`src/rtl/odu_chid_rd_scheduler.sv`:
```
// rtl/odu_chid_rd_scheduler.sv - round-robin burst read scheduler for channel-ID FIFOs
// Grants one FIFO at a time, reads up to BURST_LEN words, presents them two cycles after the strobe.
module odu_chid_rd_scheduler #(
   parameter int NUM_CH    = 4,
   parameter int BURST_LEN = 8,
   parameter int WORD_W    = 387,
   localparam int CHW      = (NUM_CH > 1) ? $clog2(NUM_CH) : 1
) (
   input  logic                     clk,
   input  logic                     rst,
   input  logic                     enable,
   input  logic [NUM_CH-1:0]        ch_fifo_empty,
   input  logic [NUM_CH*WORD_W-1:0] ch_fifo_data,
   output logic [NUM_CH-1:0]        ch_fifo_read_enable,
   input  logic                     out_ready,
   output logic [WORD_W-4:0]        out_data,
   output logic                     out_valid,
   output logic                     out_frame_start,
   output logic                     out_row_start,
   output logic [CHW-1:0]           out_chid,
   output logic                     busy
);

   localparam int CNTW   = $clog2(BURST_LEN + 1);
   localparam int DATA_W = WORD_W - 3;

   typedef enum logic {ST_IDLE, ST_BURST} state_t;

   state_t              state_q, state_d;
   logic [CHW-1:0]      rr_ptr_q, rr_ptr_d;
   logic [CHW-1:0]      grant_q, grant_d;
   logic [CNTW-1:0]     count_q, count_d;
   logic                rd_dly_q, rd_dly_d;
   logic [CHW-1:0]      grant_dly_q, grant_dly_d;
   logic [DATA_W-1:0]   out_data_q, out_data_d;
   logic [CHW-1:0]      out_chid_q, out_chid_d;
   logic                out_valid_q, out_valid_d;
   logic                out_fs_q, out_fs_d;
   logic                out_rs_q, out_rs_d;

   logic                rd_fire;
   logic                pick_found;
   logic [CHW-1:0]      pick_ch;
   logic [CHW-1:0]      cand;
   logic [CHW-1:0]      next_ptr;
   logic [WORD_W-1:0]   sel_word;
   logic [WORD_W-1:0]   ch_word [NUM_CH];

   for (genvar gi = 0; gi < NUM_CH; gi++) begin : g_word
      assign ch_word[gi] = ch_fifo_data[gi*WORD_W +: WORD_W];
   end

   assign sel_word = ch_word[grant_dly_q];
   assign rd_fire  = (state_q == ST_BURST) & out_ready & enable & ~ch_fifo_empty[grant_q];
   assign next_ptr = (grant_q == CHW'(NUM_CH - 1)) ? '0 : grant_q + CHW'(1);

   // First non-empty channel at or above rr_ptr, wrapping past the top.
   always_comb begin
      pick_found = 1'b0;
      pick_ch    = '0;
      cand       = '0;
      for (int k = 0; k < NUM_CH; k++) begin
         cand = CHW'((int'(rr_ptr_q) + k) % NUM_CH);
         if (!pick_found && !ch_fifo_empty[cand]) begin
            pick_found = 1'b1;
            pick_ch    = cand;
         end
      end
   end

   always_comb begin
      ch_fifo_read_enable = '0;
      if (rd_fire) ch_fifo_read_enable[grant_q] = 1'b1;
   end

   always_comb begin
      state_d  = state_q;
      rr_ptr_d = rr_ptr_q;
      grant_d  = grant_q;
      count_d  = count_q;
      case (state_q)
         ST_IDLE: begin
            if (enable && pick_found) begin
               grant_d = pick_ch;
               count_d = '0;
               state_d = ST_BURST;
            end
         end
         ST_BURST: begin
            if (!enable || ch_fifo_empty[grant_q]) begin
               state_d  = ST_IDLE;
               rr_ptr_d = next_ptr;
            end else if (out_ready) begin
               count_d = count_q + CNTW'(1);
               if (count_d == CNTW'(BURST_LEN)) begin
                  state_d  = ST_IDLE;
                  rr_ptr_d = next_ptr;
               end
            end
         end
         default: state_d = ST_IDLE;
      endcase
   end

   // FIFO data lags its strobe by a cycle, so the grant travels alongside the strobe.
   always_comb begin
      rd_dly_d    = rd_fire;
      grant_dly_d = grant_q;
      out_valid_d = rd_dly_q & sel_word[WORD_W-1];
      out_fs_d    = out_valid_d & sel_word[WORD_W-2];
      out_rs_d    = out_valid_d & sel_word[WORD_W-3];
      out_data_d  = rd_dly_q ? sel_word[DATA_W-1:0] : out_data_q;
      out_chid_d  = rd_dly_q ? grant_dly_q : out_chid_q;
   end

   always_ff @(posedge clk or posedge rst) begin
      if (rst) begin
         state_q     <= ST_IDLE;
         rr_ptr_q    <= '0;
         grant_q     <= '0;
         count_q     <= '0;
         rd_dly_q    <= 1'b0;
         grant_dly_q <= '0;
         out_data_q  <= '0;
         out_chid_q  <= '0;
         out_valid_q <= 1'b0;
         out_fs_q    <= 1'b0;
         out_rs_q    <= 1'b0;
      end else begin
         state_q     <= state_d;
         rr_ptr_q    <= rr_ptr_d;
         grant_q     <= grant_d;
         count_q     <= count_d;
         rd_dly_q    <= rd_dly_d;
         grant_dly_q <= grant_dly_d;
         out_data_q  <= out_data_d;
         out_chid_q  <= out_chid_d;
         out_valid_q <= out_valid_d;
         out_fs_q    <= out_fs_d;
         out_rs_q    <= out_rs_d;
      end
   end

   assign out_data        = out_data_q;
   assign out_chid        = out_chid_q;
   assign out_valid       = out_valid_q;
   assign out_frame_start = out_fs_q;
   assign out_row_start   = out_rs_q;
   assign busy            = (state_q == ST_BURST);

endmodule

```
`config.mk`:
```
export PLATFORM = sky130hd
export DESIGN_NAME = odu_chid_rd_scheduler
export DESIGN_NICKNAME = d
export VERILOG_FILES = /design/src/rtl/odu_chid_rd_scheduler.sv
export SDC_FILE = /design/constraint.sdc
export NUM_CORES = 1
export LEC_CHECK = 0
export CORE_AREA = 10 10 742 744
export CTS_CLUSTER_SIZE = 14
export DETAILED_ROUTE_END_ITERATION = 16
export DIE_AREA = 0 0 752 754
export SYNTH_ARGS = -nofsm -noshare
export SYNTH_HDL_FRONTEND = slang
export SYNTH_SLANG_ARGS = --single-unit
```
`constraint.sdc`:
```
create_clock -name clk -period 16.25 [get_ports clk]
set_input_delay 4.0625 -clock clk [delete_from_list [all_inputs] [get_ports clk]]
set_output_delay 4.0625 -clock clk [all_outputs]
set_load 0.03 [all_outputs]
```
==> results.md, run 1 <==
- Status: completed
- Initial antenna violation count: 553
- Max_cap viols: 0
- Routability Congestion: 0.9639
- IO Pins: 1950
- Commonest non-fill, non-tap cells in the layout: clkdlybuf4s50_1, dfrtp_1, mux2_2
- H-tree depth: 2
- Register area share after synthesis: 41.23%
- Tot GR Track Use: 14.77%
- Fin crit period: 10.93 ns
- DP Wirelength: 409200 um
- Simple-Gate Fraction of Synth Area: 0.6169%
- Critical-path top delay cell: nor2_1
- Main combinational cell family by area after synthesis: multiplexers
- Final setup viols: 0
- Routed Antenna Nets: 0
- Routed WL: 439400 um
- Syn Nets: 2927
- Core area: 535500 um^2
- Via/cell ratio: 2.524
- Die width: 752 um
- Setup crit start: ch_fifo_empty[0]
- Clk sinks: 401
- Initial DRC count: 1856
- Clk pwr share: 15.7%
- Critical-path cell list: clkdlybuf4s50_1 > mux4_2 > nor2_1 > and2_1 > clkdlybuf4s50_1
- Combinational power share: 64.5%
- Most common cell after layout, fill and taps aside: clkdlybuf4s50_1
- CP required: 12.19 ns
- Delay-heaviest family, CP: buffers and inverters
- Post-Synth XOR/XNOR Area: 0.07197%
- Row cnt: 269
- RSZ-0062 raised after global routing: false
- Worst Path Buf+Inv: 2
- P_leak: 17.66 nW
- Hold path start: out_data[303]
- Clk pin slew, worst setup/hold paths: 0.06 ns
- Slew Limit Fails: 0
- WHS: 0.5059 ns
- Mux cell area share after synthesis: 53.95%
- Setup TNS: 0 ns
- Pin count of the biggest net entering global routing: 117
- Total grt overflow: 0
- Clock buffer depth: 3
- Sequential group share of total power: 19.8%
- Critical Path AT: 6.86 ns
- Post-Synth Adder-Cell Area: 0.2570%
- Nets@finish: 4832
- CP max FO: 11
- Psw: 0.004519 W
- Fin. Hold Viols: 0
- Synth Area in Compound Gates: 0.3701%
- Synth-to-layout area growth: 124.6%
- Final period util: 67.24%
- Root Driver: clkbuf_16
- Post-cts sizing count: 0
- Worst r2r src: grant_dly_q[0]
- Synthesized area per cell: 17.82 um^2
- Crit Path Class: input port to primary output
- VDD IR max: 0.1279 mV
- First-pass GRT wire length: 497300 um
- Seq cells post-synth: 401
- Post-CTS Setup Inserts: 0
- Starting Density: 4.545%
- Worst Tran Pin Value: 1.097 ns
- Delay of the slowest critical-path stage: 0.76 ns
- Hold_buf cts: 0
- FMAX: 0.09152 GHz
- IO Port Bufs: 1949
- Vias in the first global route: 26402
- CP Launch Type: input port
- CP endpoint kind: primary output
- Hold Crit Class: flip-flop to flip-flop
- First-pass detailed-route iteration total: 7
- Yosys cell types: 28
- Slew headroom: 26.64%
- CTS Buf Count: 59
- Die ar.: 567000 um^2
- Top cell by count, worst path: clkdlybuf4s50_1
- Cell Area, Synth: 24340 um^2
- Switching share of power: 49.26%
- Synth Instances: 1366
- DR vias: 26846
- CTS tree: done
- Internal: 0.004654 W
- Die H: 754 um
- DRC viols: 0
- Ys Warns: 0
- Clk_lat worst skew: 0.81 ns
- Clk_skew: 0.03676 ns
- Util after Layout: 10.21%
- Drt wl/cell: 41.31 um
- Ratio of cells with drive above 1 in the final layout: 27.54%
- Power density cells: 167.8 nW/um^2
through the flow:
stage          cells  power (W)  setup WS, ns  instance area (um^2)
2_1_floorplan   1366   0.004587         1.035                 24340
3_3_place_gp   10391   0.007878         5.307                 52290
3_5_place_dp   10391   0.007887         5.350                 52290
4_1_cts        10500   0.009415         5.361                 54320
5_1_grt        10584   0.009637         5.289                 54530
6_report       10638   0.009173         5.324                 54670
layout make-up:
type / count / area [um^2]
Fill cell: 61245 / 480800
Timing Repair Buffer: 1974 / 19770
Multi-Input combinational cell: 827 / 13450
Sequential cell: 401 / 10050
Tap cell: 7181 / 8985
Clock buffer: 83 / 1727
Antenna cell: 138 / 345.3
Clock inverter: 26 / 310.3
Inverter: 8 / 37.54
power groups by stage:
| stage | Combinational, W | Clock, W | Sequential [W] |
|---|---|---|---|
| after global routing | 0.00623 | 0.00153 | 0.00188 |
| after CTS | 0.00607 | 0.00152 | 0.00182 |
| after floorplan | 0.00188 | 0 | 0.00271 |
| final | 0.00592 | 0.00144 | 0.00182 |
| after detailed placement | 0.00605 | 0 | 0.00183 |
| after global placement | 0.00607 | 0 | 0.00181 |
cells in the mapped netlist, drive strengths merged:
cell,instances,area share (%)
dfrtp,401,41
mux2,390,18
mux4,388,36
buf,110,3.1
clkbuf,20,0.31
inv,8,0.12
nand2,8,0.12
nor2,6,0.093
ha,5,0.26
and2,4,0.10
nand3,4,0.082
nor2b,4,0.10
o21ai,3,0.062
a211oi,2,0.062
and3,2,0.051
a21boi,1,0.031
a221o,1,0.041
a221oi,1,0.036
a22o,1,0.036
nand4,1,0.026
nor4b,1,0.036
o21bai,1,0.031
o311a,1,0.041
o31ai,1,0.031
xnor2,1,0.036
xor2,1,0.036
final timing paths:
path	slack (ns)	endpoint	cells past startpoint
hold reg to reg	0.51	out_data[303]	1
min in group asynchronous	3.72	out_data[352]	2
hold / removal	0.51	out_data[303]	1
setup / recovery	5.32	ch_fifo_read_enable[1]	5
setup reg to reg	11.16	out_row_start	6
max in group asynchronous	10.10	out_data[300]	5
layer usage:
metal / GRT usage [%] / vias up / share of wire [%]
li1: - / 9642 / -
met1: 14.96 / 13169 / 33
met2: 22.45 / 2537 / 42
met3: 12.11 / 1150 / 19
met4: 5.396 / 348 / 4.8
met5: 0 / - / 0.53
cell families after synthesis:
group	count (synthesis)
buf+inv	138
flops	401
compound gates	12
xor+xnor	2
fa+ha+maj	5
simple gates	30
mux	778
registers in the layout (all words and copies together) (netlist names):
name	count
busy	1
count_q	4
grant_dly_d	2
grant_dly_q	2
out_chid	2
out_data	384
out_frame_start	1
out_row_start	1
out_valid	1
rd_dly_q	1
rr_ptr_q	2
Note: power is estimated with default switching activity, not from simulation.
==> run 2: changes to the inputs <==
--- a/config.mk
+++ b/config.mk
@@ -5,10 +5,10 @@
 export SDC_FILE = /design/constraint.sdc
 export NUM_CORES = 1
 export LEC_CHECK = 0
-export CORE_AREA = 10 10 742 744
+export CORE_AREA = 10 10 755 757
 export CTS_CLUSTER_SIZE = 14
 export DETAILED_ROUTE_END_ITERATION = 16
-export DIE_AREA = 0 0 752 754
+export DIE_AREA = 0 0 765 767
 export SYNTH_ARGS = -nofsm -noshare
 export SYNTH_HDL_FRONTEND = slang
 export SYNTH_SLANG_ARGS = --single-unit
==> constraint.sdc (replaced) <==
create_clock -name clk -period 9.15 [get_ports clk]
set_input_delay 2.2875 -clock clk [delete_from_list [all_inputs] [get_ports clk]]
set_output_delay 2.2875 -clock clk [all_outputs]
set_load 0.03 [all_outputs]
==> results.md, run 2 (synthesized netlist as in run 1, its figures left out) <==
- Status: completed
- Internal: 0.008641 W
- CP required: 6.86 ns
- Layout Cells excl Fill: 10815
- Core area: 555000 um^2
- Vias in the first global route: 26788
- Hold_buf cts: 0
- Drt wl/cell: 41.10 um
- Util after Layout: 9.986%
- Routed WL: 444500 um
- Die H: 767 um
- Ratio of cells with drive above 1 in the final layout: 28.39%
- FMAX: 0.1390 GHz
- Max reg flops: 384
- Setup TNS: 0 ns
- Hold Crit Class: flip-flop to flip-flop
- Fin. Hold Viols: 0
- CP max FO: 11
- Final period util: 78.61%
- Fin crit period: 7.193 ns
- Die ar.: 586800 um^2
- Post-cts sizing count: 0
- Slew Limit Fails: 0
- DRC viols: 0
- Filler instances: 63517
- DR vias: 26732
- Total grt overflow: 0
- Clk sinks: 401
- Most common cell after layout, fill and taps aside: clkdlybuf4s50_1
- Tot Pwr: 0.01697 W
- CTS tree: done
- Root Driver: clkbuf_16
- Switching share of power: 49.09%
- Pin count of the biggest net entering global routing: 102
- Final setup viols: 0
- Routed Antenna Nets: 0
- Worst r2r src: grant_dly_q[1]
- IO Pins: 1950
- Critical Path AT: 4.91 ns
- RSZ-0062 raised after global routing: false
- Post-CTS Setup Inserts: 0
- Worst Reg-to-Reg Cells: 4
- Via/cell ratio: 2.472
- Placed instance count: 10533
- Initial DRC count: 1706
- Starting Density: 4.385%
- Synth-to-layout area growth: 127.7%
- IO Port Bufs: 1949
- P_leak: 17.95 nW
- Combinational power share: 63.1%
- Die width: 765 um
- DP Wirelength: 413400 um
- First-pass detailed-route iteration total: 5
- Worst Tran Pin Value: 1.034 ns
- CP endpoint kind: primary output
- CP Launch Type: input port
- Tot GR Track Use: 14.51%
- Crit Path Class: input port to primary output
- Nets@finish: 4859
- WHS: 0.5030 ns
- Clk pwr share: 17.9%
- Setup crit start: ch_fifo_empty[1]
- H-tree depth: 3
- CTS Buf Count: 77
- Clock buffer depth: 4
- First-pass GRT wire length: 506100 um
- Max_cap viols: 0
- Clk pin slew, worst setup/hold paths: 0.05 ns
- Slew headroom: 31.06%
- Psw: 0.008332 W
- Clk_skew: 0.05995 ns
- Power density cells: 306.2 nW/um^2
- Initial antenna violation count: 572
- Setup slack, reg-to-reg: 5.63 ns
- Routability Congestion: 0.9632
- RR Endpoint: out_data[246]
- Commonest non-fill, non-tap cells in the layout: clkdlybuf4s50_1, dfrtp_1, mux2_2
- VDD IR max: 0.1971 mV
- Clk_lat worst skew: 0.88 ns
- CP Capture Point: ch_fifo_read_enable[2]
- Sequential group share of total power: 19.0%
- Row cnt: 274
run 2: changes by cell type in the layout (fill, tap and decap cells not counted), moves of 2 or more:
cell	change
buf_12	+5
buf_4	+10
clkbuf_1	+3
clkbuf_16	+19
clkbuf_8	-8
clkdlybuf4s50_1	-7
clkinv_16	-2
clkinv_4	+5
clkinv_8	+2
clkinvlp_4	+3
diode_2	+10
inv_6	+2
run 2: worst min-delay path by stage:
stage / cells after the start / end / startpoint
after detailed placement: 1 / out_data[1] / out_data[1]
after floorplan: 0 / grant_dly_q[1] / grant_dly_d[1]
after CTS: 1 / out_data[135] / out_data[135]
after global routing: 1 / out_data[300] / out_data[300]
final: 1 / out_data[90] / out_data[90]
after global placement: 1 / out_data[27] / out_data[27]
run 2: layer usage:
metal / vias up / wire length (um) / share of wire [%] / track usage, %
met5: - / 1901 / 0.43 / 0
met4: 282 / 20320 / 4.6 / 5.591
met3: 1035 / 77700 / 17 / 11.27
met2: 2498 / 180900 / 41 / 20.98
met1: 13169 / 163700 / 37 / 15.81
li1: 9748 / - / - / -
run 2: metrics by stage:
stage | cell area (um^2) | worst slack [ns]
finish | 55430 | 1.957
global route | 55310 | 1.837
CTS | 55060 | 1.887
detailed placement | 52560 | 1.910
global placement | 52560 | 1.862
floorplan | 24340 | 1.463
run 2: layout make-up:
cell class	count	area, um^2	share of cell area (%)
clock inverters	37	394.1	0.7111
inverters	8	33.78	0.06095
well taps	7314	9151	16.51
flip-flops and latches	401	10050	18.12
diodes	148	370.4	0.6682
repair buffers	1983	19880	35.86
clock buffers	97	2103	3.795
multi-input cells	827	13450	24.27
run 2: critical path, stage by stage:
cell and delay, ns:
clkdlybuf4s50_1 0.50, mux4_2 0.54, nor2_1 0.57, and2_1 0.27, clkdlybuf4s50_1 0.72
run 2: power groups by stage:
stage                     Clock (W)  Sequential, W  Combinational (W)
after floorplan                   0        0.00481            0.00334
after global placement            0        0.00322             0.0110
after detailed placement          0        0.00327             0.0110
after CTS                   0.00318        0.00325             0.0110
after global routing        0.00320        0.00336             0.0113
final                       0.00304        0.00323             0.0107
